File: config.mk
export PLATFORM = sky130hd
export DESIGN_NAME = key_step_iface_flat
export DESIGN_NICKNAME = d
export VERILOG_FILES = /design/src/rtl/key_step_iface_pkg.sv /design/src/rtl/key_step_iface_if.sv /design/src/rtl/key_step_iface_debounce.sv /design/src/rtl/key_step_iface.sv /design/src/flat_wrapper.sv
export SDC_FILE = /design/constraint.sdc
export NUM_CORES = 1
export LEC_CHECK = 0
export ABC_AREA = 1
export BUFFER_PORTS_ARGS = -buffer_cell sky130_fd_sc_hd__buf_2
export CELL_PAD_IN_SITES_DETAIL_PLACEMENT = 2
export CELL_PAD_IN_SITES_GLOBAL_PLACEMENT = 2
export CORE_UTILIZATION = 35
export CTS_CLUSTER_SIZE = 10
export DETAILED_ROUTE_END_ITERATION = 10
export GPL_ROUTABILITY_DRIVEN = 0
export HOLD_SLACK_MARGIN = 0.06
export PLACE_DENSITY = 0.79
export SYNTH_ARGS = -nofsm -noshare
export SYNTH_HDL_FRONTEND = slang
export SYNTH_SLANG_ARGS = --single-unit
File: constraint.sdc
create_clock -name clk -period 1.7 [get_ports clk]
set_input_delay 0.34 -clock clk [delete_from_list [all_inputs] [get_ports clk]]
set_output_delay 0.34 -clock clk [all_outputs]
set_load 0.05 [all_outputs]
File: src/rtl/key_step_iface_pkg.sv
// key_iface_pkg: shared types and default timing for the key/step front end.
//  step_state_t : step FSM states (REPEAT only reachable with KEY_REPEAT_EN)
//  KEY_*        : KEY pin index for each function
//  *_DEF        : default timing in CLOCK_50 cycles
package key_iface_pkg;
  typedef enum logic [1:0] {IDLE, HELD, REPEAT} step_state_t;

  localparam int KEY_STEP = 0;
  localparam int KEY_RST  = 1;
  localparam int KEY_S    = 2;
  localparam int KEY_LOAD = 3;

  localparam int unsigned DEBOUNCE_DEF      = 1_000_000;  // 20 ms @ 50 MHz
  localparam int unsigned REPEAT_DELAY_DEF  = 25_000_000;
  localparam int unsigned REPEAT_PERIOD_DEF = 5_000_000;
endpackage

File: src/rtl/key_step_iface_if.sv
// key_step_if: board-side bundle between the DE1-SoC pins and the cpu.
//  key_n  raw KEY[3:0], 0 = pressed     sw    raw SW[9:0]
//  step   one-cycle step pulse          cpu_reset/s/load  debounced levels
//  ir     assembled instruction word    ledr  echo of the non-edited ir half
// Modports: slave = the front end block, master = whoever drives the pins.
interface key_step_if;
  logic [3:0]  key_n;
  logic [9:0]  sw;
  logic        step;
  logic        cpu_reset;
  logic        s;
  logic        load;
  logic [15:0] ir;
  logic [7:0]  ledr;

  modport slave  (input key_n, sw, output step, cpu_reset, s, load, ir, ledr);
  modport master (output key_n, sw, input step, cpu_reset, s, load, ir, ledr);
endinterface

File: src/rtl/key_step_iface_debounce.sv
// key_debounce: one KEY pin -> 2-flop sync -> debounced pressed level.
//  clk, reset_n   clock, async active-low reset
//  i_key_n        raw pin, 0 = pressed
//  o_level        debounced pressed level (1 = pressed)
//  o_press        one-cycle pulse in the cycle o_level first reads pressed
// A change is accepted after DEBOUNCE_CYCLES consecutive cycles of the synced
// input disagreeing with the stable level; any agreement restarts the count.
module key_debounce
  import key_iface_pkg::*;
#(
  parameter int unsigned DEBOUNCE_CYCLES = DEBOUNCE_DEF
) (
  input  logic clk,
  input  logic reset_n,
  input  logic i_key_n,
  output logic o_level,
  output logic o_press
);
  localparam int unsigned CW = (DEBOUNCE_CYCLES > 1) ? $clog2(DEBOUNCE_CYCLES) : 1;
  localparam logic [CW-1:0] CNT_LAST = CW'(DEBOUNCE_CYCLES - 1);

  logic [1:0]    r_sync;
  logic [CW-1:0] r_cnt;
  logic          r_level;
  logic          r_press;
  logic          w_pressed;

  assign w_pressed = ~r_sync[1];

  always_ff @(posedge clk or negedge reset_n) begin
    if (!reset_n) begin
      r_sync  <= 2'b11;  // released
      r_cnt   <= '0;
      r_level <= 1'b0;
      r_press <= 1'b0;
    end else begin
      r_sync  <= {r_sync[0], i_key_n};
      r_press <= 1'b0;
      if (w_pressed == r_level) begin
        r_cnt <= '0;
      end else if (r_cnt == CNT_LAST) begin
        r_level <= w_pressed;
        r_press <= w_pressed;
        r_cnt   <= '0;
      end else begin
        r_cnt <= r_cnt + 1'b1;
      end
    end
  end

  assign o_level = r_level;
  assign o_press = r_press;
endmodule

File: src/rtl/key_step_iface.sv
// key_step_iface: DE1-SoC KEY/SW front end for the cpu.
//  clk      CLOCK_50
//  reset_n  async active-low system reset
//  bus      key_step_if.slave: key_n/sw in; step, cpu_reset, s, load, ir, ledr out
// KEY0 -> step pulse (clock enable), KEY1/2/3 -> cpu_reset/s/load levels.
// ir halves are written from sw[7:0], sw[9] picking the high half; ledr shows
// the other half.
// Optional: define KEY_REPEAT_EN for auto-repeat of step while KEY0 is held.
module key_step_iface
  import key_iface_pkg::*;
#(
`ifdef KEY_REPEAT_EN
  parameter int unsigned REPEAT_DELAY    = REPEAT_DELAY_DEF,
  parameter int unsigned REPEAT_PERIOD   = REPEAT_PERIOD_DEF,
`endif
  parameter int unsigned DEBOUNCE_CYCLES = DEBOUNCE_DEF
) (
  input logic      clk,
  input logic      reset_n,
  key_step_if.slave bus
);
  logic [3:0]  w_level;
  logic [3:0]  w_press;
  logic [9:0]  r_sw_s1, r_sw_s2;
  logic [15:0] r_ir;
  logic        r_cpu_reset, r_s, r_load;
  step_state_t r_state, w_next;
  logic        w_step;

  for (genvar g = 0; g < 4; g++) begin : g_key
    key_debounce #(.DEBOUNCE_CYCLES(DEBOUNCE_CYCLES)) u_db (
      .clk     (clk),
      .reset_n (reset_n),
      .i_key_n (bus.key_n[g]),
      .o_level (w_level[g]),
      .o_press (w_press[g])
    );
  end

  // Levels registered one cycle after the stable update; cpu held in reset
  // for as long as the system reset is asserted.
  always_ff @(posedge clk or negedge reset_n) begin
    if (!reset_n) begin
      r_cpu_reset <= 1'b1;
      r_s         <= 1'b0;
      r_load      <= 1'b0;
    end else begin
      r_cpu_reset <= w_level[KEY_RST];
      r_s         <= w_level[KEY_S];
      r_load      <= w_level[KEY_LOAD];
    end
  end

  always_ff @(posedge clk or negedge reset_n) begin
    if (!reset_n) begin
      r_sw_s1 <= '0;
      r_sw_s2 <= '0;
      r_ir    <= '0;
    end else begin
      r_sw_s1 <= bus.sw;
      r_sw_s2 <= r_sw_s1;
      if (r_sw_s2[9]) r_ir[15:8] <= r_sw_s2[7:0];
      else            r_ir[7:0]  <= r_sw_s2[7:0];
    end
  end

`ifdef KEY_REPEAT_EN
  localparam int unsigned RMAX = (REPEAT_DELAY > REPEAT_PERIOD) ? REPEAT_DELAY : REPEAT_PERIOD;
  localparam int unsigned RW   = (RMAX > 1) ? $clog2(RMAX) : 1;
  localparam logic [RW-1:0] RD_LAST = RW'(REPEAT_DELAY - 1);
  localparam logic [RW-1:0] RP_LAST = RW'(REPEAT_PERIOD - 1);
  logic [RW-1:0] r_rep_cnt;
  logic          w_rep_wrap;
`endif

  always_ff @(posedge clk or negedge reset_n) begin
    if (!reset_n) r_state <= IDLE;
    else          r_state <= w_next;
  end

  // Release is checked before any repeat so no pulse lands on the release cycle.
  always_comb begin
    w_next = r_state;
    w_step = 1'b0;
`ifdef KEY_REPEAT_EN
    w_rep_wrap = 1'b0;
`endif
    case (r_state)
      IDLE: if (w_press[KEY_STEP]) begin
        w_next = HELD;
        w_step = 1'b1;
      end
      HELD: begin
        if (!w_level[KEY_STEP]) w_next = IDLE;
`ifdef KEY_REPEAT_EN
        else if (r_rep_cnt == RD_LAST) begin
          w_next = REPEAT;
          w_step = 1'b1;
        end
      end
      REPEAT: begin
        if (!w_level[KEY_STEP]) w_next = IDLE;
        else if (r_rep_cnt == RP_LAST) begin
          w_step     = 1'b1;
          w_rep_wrap = 1'b1;
        end
`endif
      end
      default: w_next = IDLE;
    endcase
  end

`ifdef KEY_REPEAT_EN
  always_ff @(posedge clk or negedge reset_n) begin
    if (!reset_n)                             r_rep_cnt <= '0;
    else if (w_next != r_state || w_rep_wrap) r_rep_cnt <= '0;
    else if (r_state != IDLE)                 r_rep_cnt <= r_rep_cnt + 1'b1;
  end
`endif

  assign bus.step      = w_step;
  assign bus.cpu_reset = r_cpu_reset;
  assign bus.s         = r_s;
  assign bus.load      = r_load;
  assign bus.ir        = r_ir;
  assign bus.ledr      = r_sw_s2[9] ? r_ir[7:0] : r_ir[15:8];
endmodule

File: src/flat_wrapper.sv
// flat-port wrapper written by rule: the top's interface ports become plain ports
module key_step_iface_flat import key_iface_pkg::*;
#(

  parameter int unsigned DEBOUNCE_CYCLES = DEBOUNCE_DEF
)
  (clk, reset_n, bus_key_n, bus_sw, bus_step, bus_cpu_reset, bus_s, bus_load, bus_ir, bus_ledr);
  key_step_if bus_i ();
  input logic clk;
  input logic reset_n;
  input wire logic [$bits(bus_i.key_n)-1:0] bus_key_n;
  input wire logic [$bits(bus_i.sw)-1:0] bus_sw;
  output wire logic [$bits(bus_i.step)-1:0] bus_step;
  output wire logic [$bits(bus_i.cpu_reset)-1:0] bus_cpu_reset;
  output wire logic [$bits(bus_i.s)-1:0] bus_s;
  output wire logic [$bits(bus_i.load)-1:0] bus_load;
  output wire logic [$bits(bus_i.ir)-1:0] bus_ir;
  output wire logic [$bits(bus_i.ledr)-1:0] bus_ledr;
  assign bus_i.key_n = bus_key_n;
  assign bus_i.sw = bus_sw;
  assign bus_step = bus_i.step;
  assign bus_cpu_reset = bus_i.cpu_reset;
  assign bus_s = bus_i.s;
  assign bus_load = bus_i.load;
  assign bus_ir = bus_i.ir;
  assign bus_ledr = bus_i.ledr;
  key_step_iface #(.DEBOUNCE_CYCLES(DEBOUNCE_CYCLES)) u_core (.clk(clk), .reset_n(reset_n), .bus(bus_i));
endmodule
**After elaboration in Yosys (flattened, before gate mapping)**

Index checks and enable logic that the tools add are counted.

- Output and inout port bits: 28
- Input port bits: 16
- Logic and storage cells: 66
- Register bits after elaboration: 134

- Bitwise logic cells: 8
- Add/sub/neg operators: 4
- Mux-type cells: 16
- Equal/unequal tests: 11
- Reduce and logical (&&, ||, !) cells: 6

Operators by type and width:

| kind | number |
|---|---|
| $mux 20 | 8 |
| $add 20x1->20 const B | 4 |
| $eq 20x20->1 const B | 4 |
| $reduce_and 2->1 | 5 |
| $mux 8 | 1 |
| $not 1->1 | 8 |
| $eq 1x1->1 | 4 |
| $mux 1 | 4 |
| $mux 2 | 2 |
| $ne 2x2->1 const B | 2 |
| $pmux 2 s2 | 1 |
| $eq 2x1->1 const B | 1 |
| $logic_not 2->1 | 1 |

**Depth between registers and ports, before layout**

Gate-level depths: netlist of run 1.

- Depth after elaboration: 4
- Mapped depth: 9
- Mapped depth without buffers: 9

**Cells and area by module**

From an unflattened synthesis of run 1, not the netlist that was laid out.

- Cell total of the unflattened synthesis: 767
- Area total of the unflattened synthesis: 6622.6 um2

Modules (own cells, without submodules):

| module | instances | area each (um2) | cells an instance | seq. area each (um2) |
|---|---|---|---|---|
| key_debounce | 4 | 1343.8 | 166 | 603.1 |
| key_step_iface | 1 | 1247.4 | 103 | 952.2 |

**Worst setup path before layout of run 1**

OpenSTA, ideal clock, no wires.

- Path type: reg2out
- From: register u_core.r_ir[9], in the netlist u_core.bus.ir[9]
- To: output bus_ledr[1]
- Stages on the path, launching flop included: 3
- Buffers on the path: 0
- Arrival: 1806 ps
- Required time: 1360 ps
- Path slack: -446 ps
- Path through: dfrtp_1 > inv_1 > o21ai_0

- Word-level cells in the longest chain between the ends: 1

Ends and longest elaborated chain:

| element | RTL line | text |
|---|---|---|
| from (decl) | key_step_iface.sv:25 | `logic [15:0] r_ir;` |
| from (signal assigned) | key_step_iface.sv:62 | `if (r_sw_s2[9]) r_ir[15:8] <= r_sw_s2[7:0];` |
| $mux 8 | key_step_iface.sv:126 | `assign bus.ledr = r_sw_s2[9] ? r_ir[7:0] : r_ir[15:8];` |
| to (decl) | flat_wrapper.sv:18 | `output wire logic [$bits(bus_i.ledr)-1:0] bus_ledr;` |

No other way between the ends.

**Final worst setup path of run 1**

- From: register u_core.r_sw_s2[9]
- To: output bus_ledr[6]

- Word-level cells in the longest chain between the ends: 1

Ends and longest elaborated chain:

| element | RTL line | text |
|---|---|---|
| from (decl) | key_step_iface.sv:24 | `logic [9:0] r_sw_s1, r_sw_s2;` |
| from (signal assigned) | key_step_iface.sv:61 | `r_sw_s2 <= r_sw_s1;` |
| $mux 8 | key_step_iface.sv:126 |  |

No other way between the ends.

==> flow_metrics.env, run 1 <==
export IMPL_clock_skew_ns=0.00718
export IMPL_core_area_um2=17200
export IMPL_drc=0
export IMPL_maxCapViolations=0
export IMPL_dp_final_hpwl_um=13500
export IMPL_hold_viol_final=0
export IMPL_cp_cell_sequence="buf_8 > o21ai_2 > buf_6"
export IMPL_drtAntennaViolNets=0
export IMPL_path_class="flip-flop to output port"
export IMPL_data_arrival_critical_path_ns=1.39
export IMPL_postLayoutSetupSlackWorst_ns=-0.0332
export IMPL_cts_root_buffer_cell="sky130_fd_sc_hd__clkbuf_16"
export IMPL_worst_path_max_delay_cell="sky130_fd_sc_hd__dfrtp_2"
export IMPL_clock_sinks=131
export IMPL_layout_common_cells="168 x sky130_fd_sc_hd__nor2_1, 133 x sky130_fd_sc_hd__nand2_1, 121 x sky130_fd_sc_hd__dfrtp_1, 68 x sky130_fd_sc_hd__nand3_1, 64 x sky130_fd_sc_hd__inv_1"
export IMPL_crit_family="flip-flops"
export IMPL_clock_insertion_delay_worst_skew_ns=0.43
export IMPL_cp_startpoint="u_core.r_sw_s2[9]"
export IMPL_postSynth_asyncResetShare=1.00
export IMPL_routed_length_per_placed_instance_um=18.7
export IMPL_final_min_period_over_clock_period=1.02
export IMPL_tightestPinTransition_ns=0.489
export IMPL_htree_levels=4
export IMPL_endpoint_kind="output port"
export IMPL_multiInputGateArea_um2=2690
export IMPL_clock_tree_from_tritoncts="done"
export IMPL_seq_area_um2=3290
export IMPL_fp_dieW_um=135
export IMPL_clk_pin_slew_ns=0.06
export IMPL_run_status="complete, but fails checks"
export IMPL_synthesis_area_um2=6180
export IMPL_yosys_cell_types_count=29
export IMPL_most_common_cell_after_layout_fill_and_taps_aside="sky130_fd_sc_hd__nor2_1"
export IMPL_crit_required_ns=1.36
export IMPL_maxSlewViolCount=0
export IMPL_maxUsedRoutingLayer="met4"
export IMPL_cts_inserted_buffers=17
export IMPL_die_area_um2=18200
export IMPL_synth_avg_cell_area_um2=8.38
export IMPL_iter_0_drt_violations=217
export IMPL_num_fill_cells=1864
export IMPL_via_count_of_the_first_global_routing_pass=6267
export IMPL_largest_net_degree_at_the_start_of_global_routing=43
export IMPL_critical_path_n_buffers_inverters=2
export IMPL_worst_path_largest_cell_delay_ns=0.45
export IMPL_rows=48
export IMPL_die_y_um=135
export IMPL_power_per_cell_area_nw_per_um2=1060
export IMPL_wl_met3_um=450
export IMPL_final_setup_viol_count=7
export IMPL_wirelength_um=19800
export IMPL_n_antenna_cell=0
export IMPL_wl_met2_um=10600
export IMPL_vias=5311
export IMPL_cts_root_to_sink_buffers=2
export IMPL_grt_pass1_wl_um=32700
export IMPL_final_period_minus_worst_setup_slack_ns=1.73
export IMPL_power_w=0.00829
export IMPL_drive_gt1_frac=0.200
export IMPL_worst_hold_startpoint="u_core.r_sw_s1[5]"
export IMPL_nets_finish=843
export IMPL_synth_ff_latch_count=131
export IMPL_number_of_enable_flip_flop_cells_after_synthesis=0
export IMPL_finalNonFillerCells=1060
export IMPL_worstHoldPathType="flip-flop to flip-flop"
export IMPL_relSlewSlack=0.672
export IMPL_synth_main_ff_cell="sky130_fd_sc_hd__dfrtp_1"
export IMPL_grtUsageTotal=0.236
export IMPL_post_synth_inst_count=737
export IMPL_yosysWarningCount=0
export IMPL_critical_path_startpoint_type="flip-flop"
export IMPL_grt_antenna_before_repair=0
export IMPL_failing_checks="setup timing"
export IMPL_unrepaired_setup_endpoints_after_global_routing="true"
export IMPL_placed_cells=1009
export IMPL_max_vdd_ir_drop_uv=770
export IMPL_total_iterations_of_the_first_detailed_routing_run=5
export IMPL_number_of_nets_in_the_synthesized_netlist=757
export IMPL_rr_startpoint="u_core.g_key[0].u_db.r_cnt[9]"
export IMPL_placed_cell_area_um2=6780
export IMPL_final_cell_area_um2=7810
export IMPL_globalRouteOverflowTotal=0
export IMPL_ios=44
export IMPL_area_growth_pct=26.4
export IMPL_vias_per_cell=5.01
export IMPL_crit_fanout=9
export IMPL_route_layer_met1_wl_um=8260
export IMPL_io_buffer_count=42
export IMPL_hold_slack_ns=0.350
export IMPL_clock_fmax_ghz=0.577
export IMPL_initial_utilization=0.358
export IMPL_setup_tns_ns=-0.0717
export IMPL_p_leak_nw=3.43
export IMPL_synth_sequential_area_ratio=0.533
==> Yosys cell counts, drive strengths merged, types with 3 or more instances <==
master  count  area share
nor2      187        0.12
dfrtp     122        0.49
nand2     151       0.096
ha          4      0.0081
nand3      76       0.067
dfstp       9       0.038
xnor2      20       0.032
nor3       11       0.011
a21oi      13       0.011
clkinv      3      0.0018
buf         3      0.0024
inv        73       0.044
nand4      10       0.010
xor2       22       0.031
o21ai      23       0.019
==> power breakdown <==
group / internal, W / switching, W / leakage, nW
sequential: 0.00322 / 0.0000645 / 1.72
combinational: 0.000196 / 0.000442 / 1.38
clock: 0.00296 / 0.00141 / 0.333
==> final timing paths <==
kind                       slack, ns                             end  cells past startpoint
max                            -0.03                     bus_ledr[6]                      3
min                             0.35               u_core.r_sw_s2[5]                      0
max reg2reg                     0.11  u_core.g_key[0].u_db.r_cnt[19]                      7
min reg2reg                     0.35               u_core.r_sw_s2[5]                      0
max in group asynchronous       0.68   u_core.g_key[2].u_db.r_cnt[9]                      3
min in group asynchronous       0.41  u_core.g_key[0].u_db.r_cnt[14]                      2
==> kinds of logic after synthesis <==
kind of cell,count (synthesis),share of synthesized area
AOI/OAI and AO/OA,38,0.0316
xor gates and xnor gates,42,0.0632
and+or+nand+nor,441,0.315
buffers and inverters,81,0.0498
adders and majority gates,4,0.00810
DFF,131,0.533
==> metal layers <==
metal	vias up	track usage
met5	-	0
met4	0	0.0949
met3	37	0.0458
met2	67	0.426
met1	2719	0.273
li1	2488	-
==> timing repair <==
action,CTS,global route
endpoints found under the hold margin,47,0
setup buffers,5,0
pin swaps,4,0
gates resized for setup,32,13
hold buffers,14,0
endpoints found under the setup margin,8,23
gates cloned,1,0
==> through the flow <==
stage | worst slack [ns] | utilization
after floorplan | 0.174 | -
after global placement | 0.179 | 0.393
after detailed placement | 0.103 | 0.393
after CTS | -0.0369 | 0.449
after global routing | -0.0780 | 0.453
final | -0.0332 | 0.453
==> state kept, by name (all words and copies together) (netlist names) <==
signal,flops
u_core.r_state,1
u_core.r_sw_s1,9
u_core.r_sw_s2,9
u_core.bus.load,1
u_core.bus.s,1
u_core.g_key.u_db.r_sync,8
u_core.bus.ir,16
u_core.bus.cpu_reset,1
u_core.g_key.u_db.o_press,1
u_core.g_key.u_db.o_level,4
u_core.g_key.u_db.r_cnt,80
==> final cells by class <==
| type | instances | share of cell area |
|---|---|---|
| sequential | 131 | 0.421 |
| multi-input combinational | 525 | 0.344 |
| timing repair buffer | 72 | 0.0732 |
| clock buffer | 21 | 0.0590 |
| inverter | 76 | 0.0372 |
| tap | 225 | 0.0361 |
| clock inverter | 10 | 0.0292 |
Note: power is estimated with default switching activity, not from simulation.
==> run 2: changes to the inputs <==
- PLACE_DENSITY: 0.79 -> 0.78
- SYNTH_HIERARCHICAL: default -> 1
==> run 2 against run 1 <==
The flow finishes with violations (DRC, setup timing). Die area up 5.7%. Critical path depth up 1. Sequential cell count unchanged. First-iteration DRC count down 3.7%. Synthesized cell count up 3.3%. Routed wire length up 7.6%. Cell count up 4.1%. Sequential share of layout area down 1.8 points. Via count up 4.4%. Non-clock buffer count up 11. Clock-buffer cell count down 2. Fmax down 3.3%. Critical path type unchanged. Largest cell class unchanged. Largest power group unchanged.
==> flow_metrics.env, run 2 <==
export IMPL_netSwitchingPower_w=0.00208
export IMPL_p_leak_nw=3.90
export IMPL_max_vdd_ir_drop_uv=727
export IMPL_fp_dieW_um=139
export IMPL_data_arrival_critical_path_ns=1.45
export IMPL_globalRouteOverflowTotal=0
export IMPL_drc=8
export IMPL_tightestPinTransition_ns=0.714
export IMPL_worstHoldPathType="flip-flop to flip-flop"
export IMPL_core_area_um2=18100
export IMPL_post_synth_inst_count=761
export IMPL_rows=49
export IMPL_dp_final_hpwl_um=13700
export IMPL_path_class="flip-flop to output port"
export IMPL_switching_share=0.273
export IMPL_synthesis_area_um2=6530
export IMPL_largest_net_degree_at_the_start_of_global_routing=45
export IMPL_die_y_um=139
export IMPL_fraction_of_power_consumed_by_combinational_cells=0.092
export IMPL_number_of_nets_in_the_synthesized_netlist=781
export IMPL_area_growth_pct=24.8
export IMPL_cts_root_buffer_cell="sky130_fd_sc_hd__clkbuf_16"
export IMPL_final_core_utilization=0.449
export IMPL_top_register_by_number_of_flip_flops="u_core/g_key.u_db/r_cnt"
export IMPL_wirelength_um=21300
export IMPL_total_iterations_of_the_first_detailed_routing_run=7
export IMPL_final_min_period_over_clock_period=1.05
export IMPL_vias=5544
export IMPL_most_common_cell_after_layout_fill_and_taps_aside="sky130_fd_sc_hd__nand2_1"
export IMPL_die_area_um2=19200
export IMPL_hold_viol_final=0
export IMPL_cts_root_to_sink_buffers=2
export IMPL_ios=44
export IMPL_pwr_share_seq=0.432
export IMPL_run_status="complete, but fails checks"
export IMPL_initial_utilization=0.360
export IMPL_pwr_share_clk=0.476
export IMPL_vias_per_cell=5.03
export IMPL_crit_fanout=7
export IMPL_clock_tree_from_tritoncts="done"
export IMPL_postLayoutSetupSlackWorst_ns=-0.0919
export IMPL_synth_avg_cell_area_um2=8.58
export IMPL_unrepaired_setup_endpoints_after_global_routing="true"
export IMPL_n_antenna_cell=0
export IMPL_via_count_of_the_first_global_routing_pass=6459
export IMPL_drtAntennaViolNets=0
export IMPL_num_fill_cells=1981
export IMPL_grt_pass1_wl_um=34600
export IMPL_final_period_minus_worst_setup_slack_ns=1.79
export IMPL_grtUsageTotal=0.235
export IMPL_failing_checks="DRC, setup timing"
export IMPL_relSlewSlack=0.520
export IMPL_iter_0_drt_violations=209
export IMPL_routed_length_per_placed_instance_um=19.3
export IMPL_critical_path_startpoint_type="flip-flop"
export IMPL_layout_common_cells="157 x sky130_fd_sc_hd__nand2_1, 144 x sky130_fd_sc_hd__nor2_1, 121 x sky130_fd_sc_hd__dfrtp_1, 66 x sky130_fd_sc_hd__inv_1, 56 x sky130_fd_sc_hd__nand3_1"
export IMPL_clk_pin_slew_ns=0.07
export IMPL_clock_fmax_ghz=0.558
export IMPL_endpoint_kind="output port"
export IMPL_crit_required_ns=1.36
export IMPL_drive_gt1_frac=0.255
export IMPL_clock_skew_ns=0.0132
export IMPL_io_buffer_count=42
export IMPL_hold_slack_ns=0.356
export IMPL_final_setup_viol_count=8
export IMPL_internal_power_w=0.00555
export IMPL_cts_inserted_buffers=17
export IMPL_power_per_cell_area_nw_per_um2=936
export IMPL_htree_levels=4
export IMPL_max_reg_flops=80
export IMPL_maxSlewViolCount=0
export IMPL_grt_antenna_before_repair=0
export IMPL_clock_sinks=131
export IMPL_clock_insertion_delay_worst_skew_ns=0.44
export IMPL_nets_finish=881
export IMPL_maxCapViolations=0
export IMPL_yosysWarningCount=6
-- run 2: cell types whose count changed in the layout (fill, tap and decap cells not counted), sizes merged, moves of 4 or more --
cell and change:
inv +6, clkinvlp +4, nand3 -8, nand3b +6, o21ai -11, xnor2 -4, nor2 -7, bufinv -6
o21bai +6, buf +10, a21oi -5, nand2 +52
-- run 2: per-layer routing --
metal | global-route usage | part of all wire | vias up
li1 | - | - | 2579
met2 | 0.444 | 0.55 | 89
met3 | 0.0356 | 0.027 | 41
met1 | 0.260 | 0.39 | 2835
met5 | 0 | 0 | -
met4 | 0.106 | 0.030 | 0
-- run 2: worst max-delay path, stage by stage (launching register included) --
cell and delay, ns:
sky130_fd_sc_hd__dfrtp_2 0.56, sky130_fd_sc_hd__buf_6 0.18, sky130_fd_sc_hd__nand2_4 0.06, sky130_fd_sc_hd__nand2_4 0.07
sky130_fd_sc_hd__buf_8 0.15
-- run 2: path summary, 6_finish.rpt --
kind | from | cells past startpoint | endpoint | slack, ns
worst max-delay path | u_core/r_sw_s2[9] | 4 | bus_ledr[2] | -0.09
worst min-delay path | u_core/g_key[3].u_db/r_sync[0] | 0 | u_core/g_key[3].u_db/r_sync[1] | 0.36
worst max register to register | u_core/g_key[1].u_db/o_level | 3 | u_core/g_key[1].u_db/r_cnt[3] | 0.11
worst min register to register | u_core/g_key[3].u_db/r_sync[0] | 0 | u_core/g_key[3].u_db/r_sync[1] | 0.36
max in group asynchronous | reset_n | 3 | u_core/g_key[0].u_db/r_sync[1] | 0.63
min in group asynchronous | reset_n | 2 | u_core/g_key[1].u_db/r_cnt[14] | 0.43
-- run 2: repair_timing --
item,CTS,global route
gates resized for setup,50,10
endpoints found under the setup margin,8,9
gates cloned,1,0
setup buffers,12,5
hold endpoints to repair,45,0
pin swaps,7,0
hold buffers,14,0
-- run 2: cell type report --
class / count / area (um2) / area share
Clock inverter: 13 / 125 / 0.0154
Tap cell: 229 / 287 / 0.0352
Clock buffer: 19 / 453 / 0.0556
Sequential cell: 131 / 3290 / 0.404
Timing Repair inverter: 1 / 6.26 / 0.000768
Inverter: 75 / 289 / 0.0355
Timing Repair Buffer: 83 / 691 / 0.0847
Multi-Input combinational cell: 552 / 3010 / 0.369
-- run 2: metrics by stage --
step	cell area, um2	TNS [ns]	total power, W	setup slack (ns)	cells
floorplan	6530	0	0.00365	0.263	761
global placement	7110	0	0.00384	0.0899	1039
detailed placement	7110	0	0.00388	0.0186	1039
CTS	8080	-0.506	0.00765	-0.0689	1098
global route	8150	-0.865	0.00787	-0.122	1103
finish	8150	-0.597	0.00763	-0.0919	1103
-- run 2: power groups by stage --
stage | clock [W] | combinational, W | sequential (W)
2_1_floorplan | 0 | 0.000218 | 0.00343
3_3_place_gp | 0 | 0.000522 | 0.00332
3_5_place_dp | 0 | 0.000546 | 0.00333
4_1_cts | 0.00369 | 0.000674 | 0.00328
5_1_grt | 0.00382 | 0.000748 | 0.00330
6_report | 0.00363 | 0.000703 | 0.00330
==> run 3: changes to the inputs <==
- ABC_AREA: 1 -> default
- CTS_BUF_LIST: default -> sky130_fd_sc_hd__clkbuf_8
- PLACE_DENSITY: 0.78 -> 0.73
==> run 3 against run 2 <==
Sequential power is essentially flat. Largest power group is now sequential cells. Utilization grew 5.4 points. Fmax shrank 5.8%. The run ends with setup timing left. Sequential share of layout area grew 0.82 points. Largest cell class unchanged. Critical path depth shrank 1. Sequential cell count is the same. Global-route usage shrank 1.9 points.
==> flow_metrics.env, run 3 <==
export IMPL_power_per_cell_area_nw_per_um2=845
export IMPL_clock_fmax_ghz=0.526
export IMPL_vias_per_cell=5.17
export IMPL_grt_antenna_before_repair=0
export IMPL_globalRouteOverflowTotal=0
export IMPL_data_arrival_critical_path_ns=1.56
export IMPL_maxCapViolations=0
export IMPL_timing_reg2reg_setup_slack_ns=-0.13
export IMPL_finalNonFillerCells=897
export IMPL_synthesis_area_um2=5830
export IMPL_clock_skew_ns=0.0148
export IMPL_yosysWarningCount=6
export IMPL_vias=4634
export IMPL_n_antenna_cell=0
export IMPL_netSwitchingPower_w=0.00207
export IMPL_final_setup_viol_count=39
export IMPL_post_synth_inst_count=509
export IMPL_total_iterations_of_the_first_detailed_routing_run=5
export IMPL_unrepaired_setup_endpoints_after_global_routing="true"
export IMPL_drc=0
export IMPL_worst_path_largest_cell_delay_ns=0.42
export IMPL_ios=44
export IMPL_wirelength_um=19600
export IMPL_p_leak_nw=3.33
export IMPL_max_reg_flops=80
export IMPL_via_count_of_the_first_global_routing_pass=5321
export IMPL_pwr_share_clk=0.400
export IMPL_largest_net_degree_at_the_start_of_global_routing=59
export IMPL_grtUsageTotal=0.216
export IMPL_cts_inserted_buffers=17
export IMPL_cp_cell_sequence="buf_12 > mux2_2 > buf_6"
export IMPL_initial_utilization=0.363
export IMPL_hold_viol_final=0
export IMPL_drtAntennaViolNets=0
export IMPL_top_register_by_number_of_flip_flops="u_core/g_key.u_db/r_cnt"
export IMPL_internal_power_w=0.00476
export IMPL_clock_insertion_delay_worst_skew_ns=0.46
export IMPL_path_class="flip-flop to output port"
export IMPL_io_buffer_count=42
export IMPL_worst_path_max_delay_cell="sky130_fd_sc_hd__dfrtp_2"
export IMPL_drive_gt1_frac=0.438
export IMPL_maxSlewViolCount=0
export IMPL_pwr_share_seq=0.484
export IMPL_crit_required_ns=1.36
export IMPL_final_period_minus_worst_setup_slack_ns=1.90
export IMPL_most_common_cell_after_layout_fill_and_taps_aside="sky130_fd_sc_hd__dfrtp_1"
export IMPL_clk_pin_slew_ns=0.10
export IMPL_routed_length_per_placed_instance_um=21.8
export IMPL_area_growth_pct=38.7
export IMPL_postLayoutSetupSlackWorst_ns=-0.203
export IMPL_relSlewSlack=0.685
export IMPL_switching_share=0.303
export IMPL_clock_tree_from_tritoncts="done"
export IMPL_worstHoldPathType="input port to asynchronous set/reset pin"
export IMPL_clock_sinks=131
export IMPL_fp_dieW_um=131
export IMPL_die_area_um2=17200
export IMPL_endpoint_kind="output port"
export IMPL_crit_fanout=10
export IMPL_core_area_um2=16100
export IMPL_rows=46
export IMPL_tightestPinTransition_ns=0.468
export IMPL_final_min_period_over_clock_period=1.12
export IMPL_number_of_nets_in_the_synthesized_netlist=529
export IMPL_layout_common_cells="91 x sky130_fd_sc_hd__dfrtp_1, 81 x sky130_fd_sc_hd__buf_4, 65 x sky130_fd_sc_hd__nor2_1, 56 x sky130_fd_sc_hd__xnor2_1, 33 x sky130_fd_sc_hd__buf_2"
export IMPL_iter_0_drt_violations=145
export IMPL_cts_root_buffer_cell="sky130_fd_sc_hd__clkbuf_8"
export IMPL_dp_final_hpwl_um=10400
export IMPL_max_vdd_ir_drop_uv=618
export IMPL_failing_checks="setup timing"
export IMPL_synth_avg_cell_area_um2=11.4
export IMPL_final_core_utilization=0.503
export IMPL_cts_root_to_sink_buffers=2
export IMPL_critical_path_startpoint_type="flip-flop"
export IMPL_htree_levels=4
export IMPL_fraction_of_power_consumed_by_combinational_cells=0.116
export IMPL_placed_cells=817
export IMPL_nets_finish=688
export IMPL_run_status="complete, but fails checks"
export IMPL_die_y_um=131
export IMPL_grt_pass1_wl_um=27700
## run 3: repair_timing
action,in CTS,in global routing
resized for setup,43,83
endpoints found under the hold margin,32,0
cloned,1,3
hold buffers,14,0
endpoints found under the setup margin,66,90
buffers inserted,10,20
pin swaps,0,29
## run 3: cell type report
type	instances	area (um2)
multi-input cells	343	2740
flip-flops and latches	131	3330
well taps	216	270
repair buffers	151	1250
inverters	24	90.1
fillers	1558	7980
clock inverters	15	159
clock buffers	17	234
## run 3: per-stage QoR
stage	power [W]	setup TNS (ns)	hold WS, ns	cell area [um2]	setup WS [ns]
4_1_cts	0.00678	-1.57	0.302	7570	-0.208
3_5_place_dp	0.00398	-1.04	0.285	6780	-0.0688
6_report	0.00683	-3.23	0.327	8080	-0.203
3_3_place_gp	0.00395	0	0.272	6780	0.0115
5_1_grt	0.00706	-6.64	0.327	8080	-0.260
2_1_floorplan	0.00375	0	0.0444	5890	0.0308
## run 3: power groups by stage
stage / combinational [W] / sequential [W] / clock [W]
after floorplan: 0.000281 / 0.00347 / 0
after detailed placement: 0.000626 / 0.00335 / 0
after CTS: 0.000726 / 0.00329 / 0.00276
after global placement: 0.000608 / 0.00334 / 0
final: 0.000790 / 0.00331 / 0.00273
after global routing: 0.000833 / 0.00332 / 0.00291
## run 3: layer usage
metal  track usage  share of wire  routed length (um)  vias up
met3        0.0501          0.033                 637       38
met4        0.0757          0.030                 580        0
met1         0.251           0.40                7880     2412
met2         0.390           0.54               10500       89
li1              -              -                   -     2095
met5             0              0                   0        -
## run 3: critical path: cells and delay by family (launching register included)
family                 cells  cell delay [ns]
buffers and inverters      2             0.32
multiplexers               1             0.36
flip-flops                 1             0.42
## run 3: final timing paths
path	end	from	cells past startpoint
worst max register to register	u_core/g_key[3].u_db/r_cnt[1]	u_core/g_key[3].u_db/r_cnt[1]	6
min in group clk	u_core/r_sw_s2[6]	u_core/r_sw_s1[6]	0
worst max-delay path	bus_ledr[0]	u_core/r_sw_s2[9]	3
worst min-delay path	u_core/r_sw_s2[3]	reset_n	2
worst min register to register	u_core/r_sw_s2[6]	u_core/r_sw_s1[6]	0
max in group asynchronous	u_core/g_key[0].u_db/r_sync[0]	reset_n	3
